===== src/rtl/mem_bus_arb.sv =====
// Two-master (CPU m0, DMA m1) to one memory slave bus arbiter with ack-wait timeout.
// Define ARB_ROUND_ROBIN_EN to break simultaneous requests by last grant instead of fixed DMA priority.

module mem_bus_arb_lane (
  input  logic clk,
  input  logic rst_n,
  input  logic sel_i,
  input  logic s_ack_i,
  input  logic expire_i,
  output logic ack_o,
  output logic err_o
);
  logic err_q;

  assign ack_o = sel_i & s_ack_i;
  assign err_o = err_q;

  always_ff @(posedge clk or negedge rst_n) begin
    if (!rst_n) err_q <= 1'b0;
    else        err_q <= sel_i & expire_i;
  end
endmodule

module mem_bus_arb #(
  parameter int unsigned TIMEOUT = 255
) (
  input  logic        clk,
  input  logic        rst_n,
  input  logic        m0_cyc,
  input  logic        m0_we,
  input  logic [3:0]  m0_strb,
  input  logic [31:0] m0_addr,
  input  logic [31:0] m0_data_i,
  output logic        m0_ack,
  output logic        m0_err,
  output logic [31:0] m0_data_o,
  input  logic        m1_cyc,
  input  logic        m1_we,
  input  logic [3:0]  m1_strb,
  input  logic [31:0] m1_addr,
  input  logic [31:0] m1_data_i,
  output logic        m1_ack,
  output logic        m1_err,
  output logic [31:0] m1_data_o,
  output logic        s_cyc,
  output logic        s_we,
  output logic [3:0]  s_strb,
  output logic [31:0] s_addr,
  output logic [31:0] s_data_o,
  input  logic        s_ack,
  input  logic [31:0] s_data_i,
  output logic [1:0]  gnt
);
  localparam logic [7:0] TO_M1 = 8'(TIMEOUT - 1);

  typedef enum logic [1:0] {IDLE = 2'b00, GNT0 = 2'b01, GNT1 = 2'b10} state_e;

  typedef struct packed {
    logic        cyc;
    logic        we;
    logic [3:0]  strb;
    logic [31:0] addr;
    logic [31:0] data;
  } mreq_t;

  state_e       state_q, state_d;
  logic [7:0]   cnt_q, cnt_d;
  logic         expire;
  mreq_t [1:0]  mreq;
  mreq_t        sreq;
  logic  [1:0]  ack_v, err_v;

  assign mreq[0] = {m0_cyc, m0_we, m0_strb, m0_addr, m0_data_i};
  assign mreq[1] = {m1_cyc, m1_we, m1_strb, m1_addr, m1_data_i};

  // Slave side is a pure mux of the granted master; all-zero when idle.
  assign sreq     = (state_q == IDLE) ? '0 : mreq[state_q[1]];
  assign s_cyc    = sreq.cyc;
  assign s_we     = sreq.we;
  assign s_strb   = sreq.strb;
  assign s_addr   = sreq.addr;
  assign s_data_o = sreq.data;

  assign m0_data_o = s_data_i;
  assign m1_data_o = s_data_i;
  assign gnt       = state_q;

`ifdef ARB_ROUND_ROBIN_EN
  logic last_q;

  always_ff @(posedge clk or negedge rst_n) begin
    if (!rst_n)                                        last_q <= 1'b0;
    else if (state_d != state_q && state_d != IDLE)    last_q <= (state_d == GNT1);
  end
`endif

  always_comb begin
    state_d = state_q;
    unique case (state_q)
      IDLE: begin
        if (m0_cyc && m1_cyc) begin
`ifdef ARB_ROUND_ROBIN_EN
          state_d = last_q ? GNT0 : GNT1;
`else
          state_d = GNT1;
`endif
        end
        else if (m1_cyc) state_d = GNT1;
        else if (m0_cyc) state_d = GNT0;
      end
      GNT0:    if (!m0_cyc) state_d = m1_cyc ? GNT1 : IDLE;
      GNT1:    if (!m1_cyc) state_d = m0_cyc ? GNT0 : IDLE;
      default: state_d = IDLE;
    endcase
  end

  // Expiry is detected one count early so the registered err lands exactly TIMEOUT cycles in.
  always_comb begin
    cnt_d  = cnt_q + 8'd1;
    expire = 1'b0;
    if (state_q == IDLE || state_d != state_q || s_ack) begin
      cnt_d = '0;
    end
    else if (cnt_q == TO_M1) begin
      cnt_d  = '0;
      expire = 1'b1;
    end
  end

  always_ff @(posedge clk or negedge rst_n) begin
    if (!rst_n) begin
      state_q <= IDLE;
      cnt_q   <= '0;
    end
    else begin
      state_q <= state_d;
      cnt_q   <= cnt_d;
    end
  end

  for (genvar g = 0; g < 2; g++) begin : g_lane
    mem_bus_arb_lane u_lane (
      .clk      (clk),
      .rst_n    (rst_n),
      .sel_i    (state_q[g]),
      .s_ack_i  (s_ack),
      .expire_i (expire),
      .ack_o    (ack_v[g]),
      .err_o    (err_v[g])
    );
  end

  assign m0_ack = ack_v[0];
  assign m1_ack = ack_v[1];
  assign m0_err = err_v[0];
  assign m1_err = err_v[1];
endmodule


===== config.mk =====
export PLATFORM = sky130hd
export DESIGN_NAME = mem_bus_arb
export DESIGN_NICKNAME = d
export VERILOG_FILES = /design/src/rtl/mem_bus_arb.sv
export SDC_FILE = /design/constraint.sdc
export NUM_CORES = 1
export LEC_CHECK = 0
export BUFFER_PORTS_ARGS = -buffer_cell sky130_fd_sc_hd__buf_2
export CORE_AREA = 3 3 120 122
export CTS_CLUSTER_SIZE = 14
export DETAILED_ROUTE_END_ITERATION = 10
export DIE_AREA = 0 0 123 125
export SLEW_MARGIN = 30
export SYNTH_ARGS = -nofsm -noshare
export SYNTH_HDL_FRONTEND = slang
export SYNTH_HIERARCHICAL = 1
export SYNTH_SLANG_ARGS = --single-unit
export TNS_END_PERCENT = 50

===== constraint.sdc =====
create_clock -name clk -period 1.95 [get_ports clk]
set_clock_uncertainty 0.1 [all_clocks]
set_input_delay 0.0975 -clock clk [delete_from_list [all_inputs] [get_ports clk]]
set_output_delay 0.0975 -clock clk [all_outputs]
set_load 0.05 [all_outputs]

==> results.py, run 1 <==
metrics = {
    "power": {
        "leakagePower_nw": 1.55,
        "pwr_density_cell_nw_per_um2": 613,
        "ir_drop_mv": 0.203,
        "power_mw": 1.79,
    },
    "clock_network": {
        "cts-buffers-inserted": 3,
        "cts_buffer_depth": 2,
        "clk_pin_slew_ps": 40,
        "cts_max_level": 1,
        "cts-root-buf": "clkbuf_16",
        "cts_tree": "done",
        "clock_latency_ps": 240,
        "cts_sinks": 12,
        "post_cts_buffers": 0,
    },
    "synth": {
        "synth_nets": 391,
        "synthFlopType": "dfrtp_1",
        "ys_ff_latch": 12,
        "synth_area_sq_um": 1780,
        "syn_inst": 214,
        "synth_warnings": 6,
        "synth_seq_area_share_pct": 16.8,
        "synthArstFlopShare_pct": 100,
        "ys_types": 28,
        "synth_edf_count": 0,
        "avgSynthCellArea_sq_um": 8.34,
    },
    "placed_design": {
        "port_buffers": 218,
        "dp_hpwl_um": 8610,
        "place_area_sq_um": 2830,
        "post-place-ws_ps": 369,
        "routabilityCongestion": 0.807,
    },
    "sta": {
        "tightest_slew_ps": 421,
        "final-max-slew-violation-count": 0,
        "finalSetupTns_ps": 0,
        "fin_ws_ps": 133,
        "finalHoldViolations": 0,
        "finalCriticalPeriod_ps": 1820,
        "grt_setup_unrepaired": "false",
        "setup_viol": 0,
        "post-route-period-util_pct": 93.2,
        "fmax_mhz": 550,
        "slew-limit-headroom_pct": 72.0,
    },
    "layout": {
        "nets": 537,
        "drive_gt1_share_pct": 73.8,
        "areaGrowthSynthToFinish_pct": 64.0,
        "antenna_cells": 0,
        "finish.instance_area_sq_um": 2930,
        "post-route-util_pct": 22.0,
    },
    "die": {
        "core_sq_um": 13300,
        "start_util_pct": 13.4,
        "die_h_um": 125,
        "io_pins": 315,
        "dieArea_sq_um": 15400,
        "num_rows": 42,
        "fp.dieW_um": 123,
    },
    "setup_path": {
        "end_kind": "primary output",
        "critPathMaxFanout": 38,
        "cp.arrival_ps": 1620,
        "crit_type": "flop to primary output",
        "cp-start-kind": "flop",
        "required_ps": 1750,
    },
    "global_route": {
        "grt_pass1_wl_um": 13500,
        "antenna_found_initial": 0,
        "grt_max_degree": 43,
        "overflow": 0,
        "grt_pass1_vias": 2130,
        "grtUsageTotal_pct": 11.6,
    },
    "routing": {
        "ant_nets": 0,
        "route.detailed.wl_per_inst_um": 18.3,
        "via_count": 2183,
        "first_pass_iters": 4,
        "drc": 0,
        "drt_wl_total_um": 9780,
        "via_per_inst": 4.08,
        "first_iter_violations": 99,
    },
    "status": {
        "status": "finished clean",
    },
    "worst_hold_path": {
        "hold_class": "primary input to flop",
    },
    "job": {
        "cap_violations": 0,
    },
}
[layout by cell type (no fill, tap or decap), types with 2 or more instances in the layout]
cell type and count:
or3_1 2, a211oi_1 2, buf_2 206, o211ai_1 3, and2_1 5, o21ai_0 3
dfrtp_1 11, a22o_2 34, clkbuf_16 3, a22o_1 35, a31oi_1 4, nand2_1 9
nand3b_1 2, ha_1 2, buf_4 2, nor2_1 2, a21oi_1 3, buf_12 14
nand4_1 2
[routing by layer]
layer	track usage (%)	routed length (um)
met1	15.0	4020
met2	20.2	4810
met3	2.80	905
met4	1.30	51
met5	0	0
[kinds of logic (layout without fill, tap and decap cells)]
logic type / count (synthesis) / after routing / synth area share (%)
and+or+nand+nor: 28 / 28 / 9.40
DFF: 12 / 12 / 16.8
AOI/OAI and AO/OA: 88 / 88 / 40.8
adders and majority gates: 2 / 2 / 1.40
buffers and inverters: 84 / 229 / 31.6
[metrics by stage]
| step | std cells | hold WS, ps |
|---|---|---|
| 3_3_place_gp | 530 | -111 |
| 3_5_place_dp | 530 | -111 |
| 5_1_grt | 535 | 12.3 |
| 2_1_floorplan | 214 | -298 |
| 4_1_cts | 535 | 4.65 |
| 6_report | 535 | 9.60 |
[Yosys cell counts (3+ instances only)]
cell type	n	area [sq um]
nand2_1	9	33.8
buf_4	65	488
o21ai_0	3	15.0
and2_1	5	31.3
a21oi_1	3	15.0
a22o_1	69	604
o211ai_1	3	22.5
a31oi_1	4	25.0
buf_2	3	15.0
clkbuf_1	14	52.6
dfrtp_1	12	300
[flip-flops by register name (all words and copies together), names as in the netlist]
name	cells
cnt_q	8
g_lane.u_lane/err_o	2
gnt	2
[power breakdown]
group	leakage [nW]	internal [mW]	switching (mW)	total, mW
combinational	1.34	0.382	0.733	1.11
sequential	0.163	0.255	0.00760	0.263
clock	0.0442	0.309	0.105	0.415
[timing repair]
action / CTS / global route
gates resized for setup: 0 / 0
hold buffers: 1 / 0
hold endpoints to repair: 12 / 0
[critical path, stage by stage (launching register included)]
cell	delay, ps
dfrtp_1	430
nor2b_4	240
buf_12	210
a22o_1	190
buf_2	270
[final timing paths]
kind                            startpoint                endpoint  slack (ps)  cells after the start
worst max-delay path                gnt[0]            s_data_o[31]         130                      4
worst min-delay path                m0_cyc                  gnt[0]          10                      2
worst max register to register      gnt[0]  g_lane[1].u_lane/err_o         370                      4
worst min register to register    cnt_q[0]                cnt_q[0]         440                      1
max in group asynchronous            rst_n                  gnt[1]        1350                      2
min in group asynchronous            rst_n                cnt_q[6]         180                      2
[layout make-up]
| cell class | count | area [sq um] |
|---|---|---|
| clock buffers | 4 | 88.8 |
| fillers | 1475 | 10400 |
| inverters | 2 | 7.51 |
| multi-input cells | 118 | 971 |
| flip-flops and latches | 12 | 302 |
| well taps | 176 | 220 |
| repair buffers | 223 | 1340 |
Power figures use the tool's default switching activity.
==> run 2: changes to the inputs <==
Settings changed: GPL_TIMING_DRIVEN from default to 0.
==> run 2 against run 1 <==
Fmax down 2.2%; routed wire length up 14%; sequential share of layout area down 2.1 points; worst hold slack better by 1.1 ps; global-route usage up 1.5 points; clock power about the same; setup slack worse by 41 ps; total power up 21%; critical path type unchanged; first-iteration DRC count up 19%; combinational power up 34%.
==> results.py, run 2 (same netlist as run 1, synthesis figures left out) <==
metrics = {
    "status": {
        "status": "finished clean",
    },
    "layout": {
        "top_register": "cnt_q",
        "finish.instance_area_sq_um": 3690,
        "final_cell_mix": "buf_2 (250), buf_4 (86), a22o_1 (35)",
        "areaGrowthSynthToFinish_pct": 107,
        "nFillCells": 1460,
        "final_cells": 677,
        "antenna_cells": 0,
        "drive_gt1_share_pct": 81.2,
        "post-route-util_pct": 27.7,
        "largest_register_ff_count": 8,
        "mostFrequentLayoutCell": "buf_2",
        "nets": 679,
    },
    "clock_network": {
        "cts-root-buf": "clkbuf_16",
        "cts_max_level": 1,
        "cts-buffers-inserted": 3,
        "clk_pin_slew_ps": 40,
        "clock_latency_ps": 240,
        "post_cts_buffers": 0,
        "cts_tree": "done",
        "cts_buffer_depth": 2,
        "cts_sinks": 12,
    },
    "routing": {
        "first_iter_violations": 118,
        "ant_nets": 0,
        "highest_layer": "met4",
        "route.detailed.wl_per_inst_um": 16.5,
        "first_pass_iters": 6,
        "via_per_inst": 3.93,
        "drt_wl_total_um": 11200,
        "drc": 0,
        "wl_met3_um": 935,
        "wl_met2_um": 5400,
        "wl_met1_um": 4750,
        "via_count": 2663,
    },
    "placed_design": {
        "dpl.cell_count": 672,
        "post-place-ws_ps": -170,
        "port_buffers": 282,
        "dp_hpwl_um": 9950,
        "place_area_sq_um": 3460,
        "routabilityCongestion": 0.831,
    },
    "sta": {
        "finalCriticalPeriod_ps": 1860,
        "post-route-period-util_pct": 95.3,
        "fmax_mhz": 538,
        "final-max-slew-violation-count": 0,
        "tightest_slew_ps": 282,
        "fin_ws_ps": 92.5,
        "finalSetupTns_ps": 0,
        "hold_slack_ps": 10.7,
        "slew-limit-headroom_pct": 81.2,
        "grt_setup_unrepaired": "true",
        "setup_viol": 0,
        "finalHoldViolations": 0,
    },
    "setup_path": {
        "crit_chain": "buf_4 > clkbuf_2 > a22o_1 > buf_4",
        "cp-start-kind": "flop",
        "cpMostUsedCell": "buf_4",
        "r2r-end": "g_lane[1].u_lane/err_o",
        "crit_type": "flop to primary output",
        "worst-path-buf-inv": 3,
        "required_ps": 1750,
        "r2r_cells": 6,
        "critPathMaxFanout": 10,
        "cp.depth": 4,
        "critPathMaxStageDelay_ps": 400,
        "r2r-start": "gnt[1]",
        "r2r_slack_ps": 190,
        "end_kind": "primary output",
        "critPathTopFamily": "buffers and inverters",
        "cp.arrival_ps": 1660,
        "cpMaxStageDelayCell": "dfrtp_1",
    },
    "die": {
        "core_sq_um": 13300,
        "io_pins": 315,
        "start_util_pct": 13.4,
        "fp.dieW_um": 123,
        "die_h_um": 125,
        "num_rows": 42,
        "dieArea_sq_um": 15400,
    },
    "power": {
        "pwr_density_cell_nw_per_um2": 588,
        "leakagePower_nw": 2.12,
        "power_mw": 2.17,
        "ir_drop_mv": 0.226,
    },
    "global_route": {
        "grtUsageTotal_pct": 13.1,
        "grt_max_degree": 13,
        "overflow": 0,
        "grt_pass1_vias": 2650,
        "grt_pass1_wl_um": 15600,
        "antenna_found_initial": 0,
    },
    "worst_hold_path": {
        "whs_path_depth": 2,
        "hold-path-endpoint": "gnt[0]",
        "hp-start": "m0_cyc",
        "hold_class": "primary input to flop",
    },
    "job": {
        "cap_violations": 0,
    },
}
run 2: worst max-delay path by stage:
stage               startpoint            to  slack (ps)
floorplan               gnt[0]  s_data_o[15]          -2
global placement        gnt[0]    s_addr[30]        -150
detailed placement      gnt[0]    s_addr[28]        -170
CTS                     gnt[0]  s_data_o[11]         0.1
global route            gnt[0]    s_addr[15]          -1
finish                  gnt[1]    s_addr[28]          90
run 2: timing repair:
item / CTS / global route
resized for setup: 33 / 32
hold endpoints to repair: 12 / 0
hold buffers: 1 / 0
setup endpoints to repair: 70 / 71
pin swaps: 0 / 0
run 2: where the power goes:
group / total [mW] / internal, mW / switching [mW]
clock: 0.414 / 0.309 / 0.105
combinational: 1.49 / 0.479 / 1.01
sequential: 0.262 / 0.255 / 0.00708
total: 2.17 / 1.04 / 1.12
run 2: cell type report:
| class | count | area (sq um) | share of cell area, % |
|---|---|---|---|
| Timing Repair Buffer | 283 | 1510 | 41.0 |
| Tap cell | 176 | 220 | 5.97 |
| Multi-Input combinational cell | 118 | 970 | 26.3 |
| Buffer | 82 | 588 | 16.0 |
| Clock buffer | 4 | 88.8 | 2.41 |
| Sequential cell | 12 | 302 | 8.18 |
| Inverter | 2 | 7.51 | 0.204 |
run 2: routing by layer:
metal	track usage, %	vias up
li1	-	1320
met1	17.8	1184
met2	22.3	154
met3	2.30	5
met4	1.56	0
met5	0	-
==> run 3: changes to the inputs <==
Settings changed: CTS_BUF_LIST from default to sky130_fd_sc_hd__clkbuf_16.
==> run 3 against run 2 <==
Sequential power is essentially flat; critical path depth stayed put; first-iteration DRC count is 0.85% lower; via count increased by 0.53%; die area unchanged; highest routed layer unchanged; largest cell class unchanged; global-route usage about the same; non-clock buffer count stayed put; sequential share of layout area is essentially flat; final area fell by 0.27%.
==> results.py, run 3 (same netlist as run 1, synthesis figures left out) <==
metrics = {
    "die": {
        "dieArea_sq_um": 15400,
        "fp.dieW_um": 123,
        "die_h_um": 125,
        "io_pins": 315,
        "num_rows": 42,
        "start_util_pct": 13.4,
        "core_sq_um": 13300,
    },
    "routing": {
        "via_per_inst": 3.95,
        "via_count": 2677,
        "drt_wl_total_um": 11200,
        "first_pass_iters": 4,
        "ant_nets": 0,
        "route.detailed.wl_per_inst_um": 16.5,
        "drc": 0,
        "first_iter_violations": 117,
    },
    "setup_path": {
        "critPathMaxFanout": 10,
        "crit_chain": "buf_4 > clkbuf_2 > a22o_1 > buf_4",
        "cpMostUsedCell": "buf_4",
        "crit_type": "flop to primary output",
        "end_kind": "primary output",
        "critPathMaxStageDelay_ps": 400,
        "cpMaxStageDelayCell": "dfrtp_1",
        "cp-start-kind": "flop",
        "cp.arrival_ps": 1660,
        "required_ps": 1750,
    },
    "global_route": {
        "grt_max_degree": 13,
        "grtUsageTotal_pct": 13.1,
        "antenna_found_initial": 0,
        "overflow": 0,
        "grt_pass1_vias": 2648,
        "grt_pass1_wl_um": 15500,
    },
    "placed_design": {
        "dp_hpwl_um": 9950,
        "port_buffers": 282,
        "routabilityCongestion": 0.831,
        "dpl.cell_count": 672,
        "place_area_sq_um": 3460,
    },
    "sta": {
        "final-max-slew-violation-count": 0,
        "finalSetupTns_ps": 0,
        "slew-limit-headroom_pct": 81.2,
        "hold_slack_ps": 10.9,
        "tightest_slew_ps": 282,
        "post-route-period-util_pct": 95.3,
        "setup_viol": 0,
        "grt_setup_unrepaired": "true",
        "finalCriticalPeriod_ps": 1860,
        "fmax_mhz": 538,
        "finalHoldViolations": 0,
    },
    "job": {
        "cap_violations": 0,
    },
    "power": {
        "ir_drop_mv": 0.226,
        "pwr_density_cell_nw_per_um2": 579,
        "leakagePower_nw": 2.12,
    },
    "layout": {
        "antenna_cells": 0,
        "final_cell_mix": "buf_2 (250), buf_4 (86), a22o_1 (35)",
        "nFillCells": 1463,
        "drive_gt1_share_pct": 81.0,
        "areaGrowthSynthToFinish_pct": 106,
        "finish.instance_area_sq_um": 3680,
        "mostFrequentLayoutCell": "buf_2",
        "nets": 679,
        "multi_input_area_sq_um": 970,
        "final_cells": 677,
        "top_register": "cnt_q",
        "largest_register_ff_count": 8,
        "seqCellArea_sq_um": 302,
    },
    "clock_network": {
        "cts_buffer_depth": 2,
        "cts_max_level": 1,
        "cts-root-buf": "clkbuf_16",
        "clock_latency_ps": 240,
        "cts_tree": "done",
        "cts_sinks": 12,
        "cts-buffers-inserted": 3,
        "clk_pin_slew_ps": 40,
    },
    "worst_hold_path": {
        "hold_class": "primary input to flop",
    },
    "status": {
        "status": "finished clean",
    },
}
==> run 3: cell types whose count changed in the layout (fill, tap and decap cells not counted), sizes merged <==
cell	change
clkinv	+1
clkbuf	-1
==> run 3: what timing repair did <==
action,in CTS,in global routing
resized for setup,33,32
setup endpoints to repair,70,71
hold buffers,1,0
setup buffers,0,0
gates cloned,0,0
hold endpoints to repair,12,0
pin swaps,0,0
==> run 3: cell type report <==
class | count | area share (%)
inverters | 2 | 0.204
clock buffers | 3 | 2.04
repair buffers | 283 | 41.1
plain buffers | 82 | 16.0
clock inverters | 1 | 0.102
multi-input cells | 118 | 26.4
flip-flops and latches | 12 | 8.20
well taps | 176 | 5.99
==> run 3: per-stage QoR <==
step / power (mW) / worst slack, ps / util (%)
2_1_floorplan: 1.30 / -2.09 / -
3_3_place_gp: 1.72 / -152 / 26.0
3_5_place_dp: 1.72 / -170 / 26.0
4_1_cts: 2.13 / 0.0981 / 27.2
5_1_grt: 2.21 / -0.974 / 27.6
6_report: 2.13 / 92.5 / 27.6
==> run 3: routing by layer <==
layer  vias up  GRT usage, %  wire length [um]  part of all wire, %
met2       156          22.3              5410                   48
met1      1196          17.8              4770                   43
met5         -             0                 0                    0
met3         5          2.30               907                  8.1
li1       1320             -                 -                    -
met4         0          1.56                96                 0.86
==> run 3: worst paths after layout <==
check                                               to  startpoint  slack (ps)  cells past startpoint
worst max-delay path                        s_addr[28]      gnt[1]          90                      4
worst min-delay path                            gnt[0]      m0_cyc          10                      2
worst max register to register  g_lane[1].u_lane/err_o      gnt[1]         190                      6
worst min register to register                cnt_q[0]    cnt_q[0]         450                      1
max in group asynchronous                       gnt[0]       rst_n        1360                      2
min in group asynchronous                     cnt_q[6]       rst_n         160                      2
==> run 3: power by group <==
part           total (mW)  internal (mW)  switching (mW)
logic                1.49          0.479            1.01
clock network       0.373          0.270           0.104
registers           0.262          0.255         0.00708
==> run 3: critical path: cells and delay by family (launching register included) <==
kind	cells	cell delay [ps]
flops	1	400
buf+inv	3	790
compound gates	1	210
